## config.mk

```make
export PLATFORM = sky130hd
export DESIGN_NAME = uart_rx_ovs
export DESIGN_NICKNAME = d
export VERILOG_FILES = /design/src/rtl/uart_pkg.sv /design/src/rtl/uart_rx_vote.sv /design/src/rtl/uart_rx_ovs.sv
export SDC_FILE = /design/constraint.sdc
export NUM_CORES = 1
export LEC_CHECK = 0
export CORE_UTILIZATION = 58
export CTS_BUF_LIST = sky130_fd_sc_hd__clkbuf_4
export DETAILED_ROUTE_END_ITERATION = 12
export PLACE_DENSITY = 0.81
export SLEW_MARGIN = 20
export SYNTH_ARGS = -nofsm -noshare
export SYNTH_HDL_FRONTEND = slang
export SYNTH_HIERARCHICAL = 1
export SYNTH_SLANG_ARGS = --single-unit
```

## constraint.sdc

```tcl
create_clock -name i_clk -period 2.6 [get_ports i_clk]
set_clock_uncertainty 0.2 [all_clocks]
set_input_delay 0.78 -clock i_clk [delete_from_list [all_inputs] [get_ports i_clk]]
set_output_delay 0.78 -clock i_clk [all_outputs]
set_load 0.01 [all_outputs]
```

## src/rtl/uart_pkg.sv

```systemverilog
// Shared types and helpers for the oversampling UART receiver.
package uart_pkg;

  typedef enum logic [2:0] {
    ST_IDLE,
    ST_START,
    ST_DATA,
    ST_PARITY,
    ST_STOP,
    ST_BRKWAIT
  } state_t;

  localparam logic [1:0] PAR_NONE = 2'b00;
  localparam logic [1:0] PAR_EVEN = 2'b01;
  localparam logic [1:0] PAR_ODD  = 2'b10;

  // Parity bit a correct transmitter sends for the given data (zero-extended).
  function automatic logic parity_bit(input logic [8:0] data, input logic odd);
    return (^data) ^ odd;
  endfunction

endpackage

```

## src/rtl/uart_rx_vote.sv

```systemverilog
// Line synchroniser and 3-sample majority vote around the bit centre.
module uart_rx_vote #(
  parameter int OVS = 16
) (
  input  logic                    i_clk,
  input  logic                    i_rst,
  input  logic                    i_tick,
  input  logic                    i_rx,
  input  logic [$clog2(OVS)-1:0]  i_s_cnt,
  output logic                    o_rx_s,
  output logic                    o_rx_ok,
  output logic                    o_bit,
  output logic                    o_vld
);

  localparam int SW = $clog2(OVS);
  localparam logic [SW-1:0] S_PRE  = SW'(OVS / 2 - 1);
  localparam logic [SW-1:0] S_MID  = SW'(OVS / 2);
  localparam logic [SW-1:0] S_POST = SW'(OVS / 2 + 1);

  logic [1:0] r_sync;
  logic [1:0] r_ok;
  logic [1:0] r_smp;

  // Two-flop synchroniser; r_ok marks when r_sync carries real line data after reset.
  always_ff @(posedge i_clk or posedge i_rst) begin
    if (i_rst) begin
      r_sync <= '1;
      r_ok   <= '0;
    end else begin
      r_sync <= {r_sync[0], i_rx};
      r_ok   <= {r_ok[0], 1'b1};
    end
  end

  assign o_rx_s  = r_sync[1];
  assign o_rx_ok = r_ok[1];

  // Capture the first two samples; the third is taken live at the vote tick.
  always_ff @(posedge i_clk or posedge i_rst) begin
    if (i_rst) begin
      r_smp <= '0;
    end else if (i_tick) begin
      if (i_s_cnt == S_PRE) r_smp[0] <= o_rx_s;
      if (i_s_cnt == S_MID) r_smp[1] <= o_rx_s;
    end
  end

  assign o_bit = (r_smp[0] & r_smp[1]) | (r_smp[0] & o_rx_s) | (r_smp[1] & o_rx_s);
  assign o_vld = i_tick && (i_s_cnt == S_POST);

endmodule

```

## src/rtl/uart_rx_ovs.sv

```systemverilog
// Oversampling UART receiver with runtime parity mode and status flags.
// Optional break detection is enabled by defining UART_RX_BREAK_DET_EN.
module uart_rx_ovs #(
  parameter int WIDTH_DATA = 8,
  parameter int NB_STOP    = 1,
  parameter int OVS        = 16
) (
  input  logic                  i_clk,
  input  logic                  i_rst,
  input  logic                  i_tick,
  input  logic                  i_rx,
  input  logic [1:0]            i_par,
  input  logic                  i_re,
  output logic [WIDTH_DATA-1:0] o_data,
  output logic                  o_rdy,
  output logic                  o_perr,
  output logic                  o_ferr,
  output logic                  o_ovr,
  output logic                  o_brk
);
  import uart_pkg::*;

  localparam int SW = $clog2(OVS);
  localparam logic [SW-1:0] S_LAST  = SW'(OVS - 1);
  localparam logic [SW-1:0] S_ONE   = SW'(1);
  localparam logic [3:0]    B_DLAST = 4'(WIDTH_DATA - 1);
  localparam logic [3:0]    B_SLAST = 4'(NB_STOP - 1);

  state_t                r_state, w_state_nxt;
  logic [SW-1:0]         r_s_cnt;
  logic [3:0]            r_bit_cnt;
  logic [WIDTH_DATA-1:0] r_shift;
  logic [1:0]            r_par;
  logic                  r_perr, r_ferr, r_armed;
  logic                  w_rx_s, w_rx_ok, w_bit, w_vld;
  logic                  w_bit_end, w_par_en, w_done, w_brk_fin;
`ifdef UART_RX_BREAK_DET_EN
  logic                  r_allz;
  logic                  r_brk;
`endif

  uart_rx_vote #(.OVS(OVS)) u_vote (
    .i_clk   (i_clk),
    .i_rst   (i_rst),
    .i_tick  (i_tick),
    .i_rx    (i_rx),
    .i_s_cnt (r_s_cnt),
    .o_rx_s  (w_rx_s),
    .o_rx_ok (w_rx_ok),
    .o_bit   (w_bit),
    .o_vld   (w_vld)
  );

  assign w_bit_end = i_tick && (r_s_cnt == S_LAST);
  assign w_par_en  = (r_par == PAR_EVEN) || (r_par == PAR_ODD);

  // State register.
  always_ff @(posedge i_clk or posedge i_rst) begin
    if (i_rst) r_state <= ST_IDLE;
    else       r_state <= w_state_nxt;
  end

  // Next-state logic; the frame ends at the last stop vote, half a bit early.
  always_comb begin
    w_state_nxt = r_state;
    case (r_state)
      ST_IDLE:    if (i_tick && r_armed && !w_rx_s) w_state_nxt = ST_START;
      ST_START:   if (w_vld && w_bit) w_state_nxt = ST_IDLE;
                  else if (w_bit_end) w_state_nxt = ST_DATA;
      ST_DATA:    if (w_bit_end && r_bit_cnt == B_DLAST)
                    w_state_nxt = w_par_en ? ST_PARITY : ST_STOP;
      ST_PARITY:  if (w_bit_end) w_state_nxt = ST_STOP;
      ST_STOP:    if (w_done) w_state_nxt = w_brk_fin ? ST_BRKWAIT : ST_IDLE;
      ST_BRKWAIT: if (i_tick && w_rx_s) w_state_nxt = ST_IDLE;
      default:    w_state_nxt = ST_IDLE;
    endcase
  end

  // FSM outputs: frame completion strobe and break qualification.
  always_comb begin
    w_done = (r_state == ST_STOP) && w_vld && (r_bit_cnt == B_SLAST);
`ifdef UART_RX_BREAK_DET_EN
    w_brk_fin = r_allz & ~w_bit;
`else
    w_brk_fin = 1'b0;
`endif
  end

  // Tick counters, per-frame latches and vote consumers.
  // r_armed blocks start detection after reset until the line has been seen idle.
  always_ff @(posedge i_clk or posedge i_rst) begin
    if (i_rst) begin
      r_s_cnt   <= '0;
      r_bit_cnt <= '0;
      r_shift   <= '0;
      r_par     <= '0;
      r_perr    <= 1'b0;
      r_ferr    <= 1'b0;
      r_armed   <= 1'b0;
`ifdef UART_RX_BREAK_DET_EN
      r_allz    <= 1'b0;
`endif
    end else begin
      if (w_rx_ok && w_rx_s) r_armed <= 1'b1;
      if (i_tick) begin
        if (w_state_nxt == ST_IDLE || w_state_nxt == ST_BRKWAIT) begin
          r_s_cnt   <= '0;
          r_bit_cnt <= '0;
        end else if (r_state == ST_IDLE) begin
          r_s_cnt   <= S_ONE;
          r_bit_cnt <= '0;
          r_par     <= i_par;
          r_perr    <= 1'b0;
          r_ferr    <= 1'b0;
`ifdef UART_RX_BREAK_DET_EN
          r_allz    <= 1'b1;
`endif
        end else begin
          r_s_cnt <= (r_s_cnt == S_LAST) ? '0 : r_s_cnt + S_ONE;
          if (w_state_nxt != r_state) r_bit_cnt <= '0;
          else if (w_bit_end)         r_bit_cnt <= r_bit_cnt + 4'd1;
        end
      end
      if (w_vld) begin
        if (r_state == ST_DATA)   r_shift <= {w_bit, r_shift[WIDTH_DATA-1:1]};
        if (r_state == ST_PARITY) r_perr  <= (w_bit != parity_bit(9'(r_shift), r_par == PAR_ODD));
        if (r_state == ST_STOP && !w_bit) r_ferr <= 1'b1;
`ifdef UART_RX_BREAK_DET_EN
        if (w_bit && (r_state == ST_DATA || r_state == ST_PARITY || r_state == ST_STOP))
          r_allz <= 1'b0;
`endif
      end
    end
  end

  // Host-facing registers; completion takes priority over a coincident read.
  always_ff @(posedge i_clk or posedge i_rst) begin
    if (i_rst) begin
      o_data <= '0;
      o_rdy  <= 1'b0;
      o_perr <= 1'b0;
      o_ferr <= 1'b0;
      o_ovr  <= 1'b0;
    end else begin
      if (i_re && o_rdy) begin
        o_rdy <= 1'b0;
        o_ovr <= 1'b0;
      end
      if (w_done && !w_brk_fin) begin
        o_data <= r_shift;
        o_perr <= r_perr;
        o_ferr <= r_ferr | ~w_bit;
        o_rdy  <= 1'b1;
        o_ovr  <= o_rdy & ~i_re;
      end
    end
  end

`ifdef UART_RX_BREAK_DET_EN
  // Break flag: set by an all-zero frame, cleared by a read.
  always_ff @(posedge i_clk or posedge i_rst) begin
    if (i_rst) begin
      r_brk <= 1'b0;
    end else begin
      if (i_re) r_brk <= 1'b0;
      if (w_done && w_brk_fin) r_brk <= 1'b1;
    end
  end
  assign o_brk = r_brk;
`else
  assign o_brk = 1'b0;
`endif

endmodule
```

==> flow_summary.yaml <==
run_status:
  outcome: "complete, no violations"
global_routing:
  grt_max_degree: 37
  grt_usage_pct: 24.6
  grt_pass1_vias: 1616
  grt-ovfl-total: 0
  grt_pass1_wl_um: 7430
  antenna_found_initial: 0
synth:
  synthDistinctLibCells: 54
  syn_area_per_cell_um2: 11.3
  synthCells: 187
  synth_top_area_share_pct: 47.2
  synth_most_common_cell: "dfrtp_1"
  yosys-top-cells-count: "40 x dfrtp_1, 20 x mux2_2, 15 x nand2_1"
  synth_fp_nets: 198
  synth_seq_cells: 42
  synth.largest_area_cell: "dfrtp_1"
  synth_async_sr_flop_share_pct: 100
  ys_seq_area_share_pct: 49.7
  syn-cell-area_um2: 2120
  synth_area_leaders: "dfrtp_1 47%, mux2_2 11%, xnor2_1 3.7%"
  yosysWarnings: 6
  synth_edf_count: 0
  synth_ff_type: "dfrtp_1"
power:
  leakage_uw: 0.00117
  ir_drop_uv: 417
  power.density_nw_per_um2: 569
floorplan:
  fp.dieH_um: 62.5
  coreArea_um2: 3420
  start_util_pct: 62.1
  ioPinCount: 20
  dieArea_um2: 3900
  fp.dieW_um: 62.5
  rows: 21
routing:
  via_per_inst: 5.71
  wirelength_um: 4170
  dr_total_vias: 1531
  drt_iter0_drc: 71
  wl_per_cell_um: 15.6
  drc: 0
  detail_route.first_pass.iterations: 4
  ant_nets: 0
placement:
  dp.cells: 260
  numPortBuffers: 18
  gp_congestion: 0.908
  hpwl_um: 3050
  placed_area_um2: 2440
cts:
  ctsHoldBuffers: 0
  clockBufferDepth: 2
  ctsResizeCount: 6
  cts_buffers: 5
  htreeDepth: 2
  clock_sinks: 42
  root_buffer: "clkbuf_4"
  clk_pin_slew_ps: 120
  post-cts-setup-buffer-count: 0
  clock_latency_ps: 360
  cts_tree: "done"
layout:
  nets: 232
  final_util_pct: 73.3
  final_cells: 268
  insertedDiodeCount: 0
  drive_above_1_share_pct: 26.6
  final_area_um2: 2500
  synthToLayoutAreaGrowth_pct: 18.0
hold_path:
  min_from: "u_vote/r_ok[0]$_DFF_PP0_"
  hold_path_end: "u_vote/r_ok[1]$_DFF_PP0_"
  holdPathStages: 0
  hold_class: "register to register"
timing:
  worst_pin_slew_ps: 583
  fmax_mhz: 408
  post-route-period-util_pct: 94.2
  slew_headroom_pct: 61.1
  final_max_slew_viol_count: 0
  hold_violations: 0
  period_minus_slack_ps: 2450
  rsz0062_at_grt: "false"
  hold_slack_ps: 168
  setup_viol: 0
critical_path:
  r2r-end: "r_s_cnt[2]$_DFFE_PP0P_"
  worstSetupStartpointType: "primary input"
  reg2regPathDepth: 9
  cp_max_fo: 4
  arrival_ps: 2550
  timing.rr.start: "r_s_cnt[2]$_DFFE_PP0P_"
  r2r_slack_ps: 200
  critPathRequiredTime_ps: 2700
  critPathKind: "primary input to register"
  crit_path_end_kind: "register"
run:
  maxCapViolations: 0
[cells by family after synthesis]
group	Yosys count	share of synthesized area, %
simple gates	48	13.5
fa+ha+maj	5	2.83
xor+xnor	10	4.13
flops	42	49.7
buf+inv	19	4.37
other cells	2	0.354
mux	22	11.6
compound gates	39	13.6
[final cells by class]
cell class              instances  area [um2]
flip-flops and latches         42        1050
multi-input cells             126         977
fillers                       242         913
repair buffers                 36         318
well taps                      46        57.6
clock buffers                   6        45.0
inverters                      10        37.5
clock inverters                 2        13.8
[metal layers]
metal	wire length (um)	GRT usage, %	vias to the layer above
li1	-	-	730
met1	1780	28.5	737
met2	2130	43.5	54
met3	173	6.02	10
met4	88	9.88	0
met5	0	0	-
[critical path, stage by stage]
cell and delay [ps]:
dlygate4sd2_1 250, and4_4 190, and2b_1 170, a2111o_1 410, o21ai_2 100, o211ai_2 110, a21o_1 220, nor2_1 140
mux2_2 160
[layout by cell type, fill, tap and decap left out, drive strengths merged, types with 2 or more instances in the layout]
cell	instances
inv	10
clkdlybuf4s50	17
nand4	4
nand4b	2
and3	3
dfstp	2
nor2	6
and4	2
a21o	5
ha	4
buf	18
dfrtp	40
nor3	2
nand2	15
mux2	21
clkbuf	6
nand3	3
xnor2	9
conb	2
a21oi	7
o211ai	3
clkinv	2
o22ai	4
o21ai	10
nor2b	3
[registers in the layout, indices dropped and copies added, names as in the netlist]
signal,count
o_ovr,1
r_par,2
u_vote/r_smp,2
o_perr,1
r_ferr,1
o_ferr,1
o_rdy,1
r_s_cnt,4
r_shift,8
r_perr,1
o_data,8
r_bit_cnt,4
u_vote/r_sync,2
u_vote/r_ok,2
r_armed,1
r_state,3
[power by group]
group,internal [uW],switching (uW),total (uW),leakage [uW]
sequential,719,84.5,804,0.000535
clock,117,214,331,0.0000356
combinational,151,137,288,0.000599
[worst max-delay path by stage]
| stage | startpoint | endpoint | depth (start not counted) | slack (ps) |
|---|---|---|---|---|
| 6_report | i_tick | r_bit_cnt[0]$_DFFE_PP0P_ | 9 | 150 |
| 5_1_grt | i_tick | r_bit_cnt[0]$_DFFE_PP0P_ | 9 | 10 |
| 4_1_cts | i_tick | r_bit_cnt[0]$_DFFE_PP0P_ | 9 | 170 |
| 3_5_place_dp | i_tick | r_bit_cnt[2]$_DFFE_PP0P_ | 8 | -550 |
| 3_3_place_gp | i_tick | r_bit_cnt[2]$_DFFE_PP0P_ | 8 | -450 |
| 2_1_floorplan | i_tick | r_bit_cnt[2]$_DFFE_PP0P_ | 7 | 10 |
[metrics by stage]
step	power, uW	setup TNS (ps)	setup slack, ps
after CTS	1420	0	170
after detailed placement	1100	-5920	-553
after global placement	1070	-4770	-453
after floorplan	999	0	11.4
final	1420	0	151
after global routing	1500	0	10.4
(Power assumes the default switching activity.)
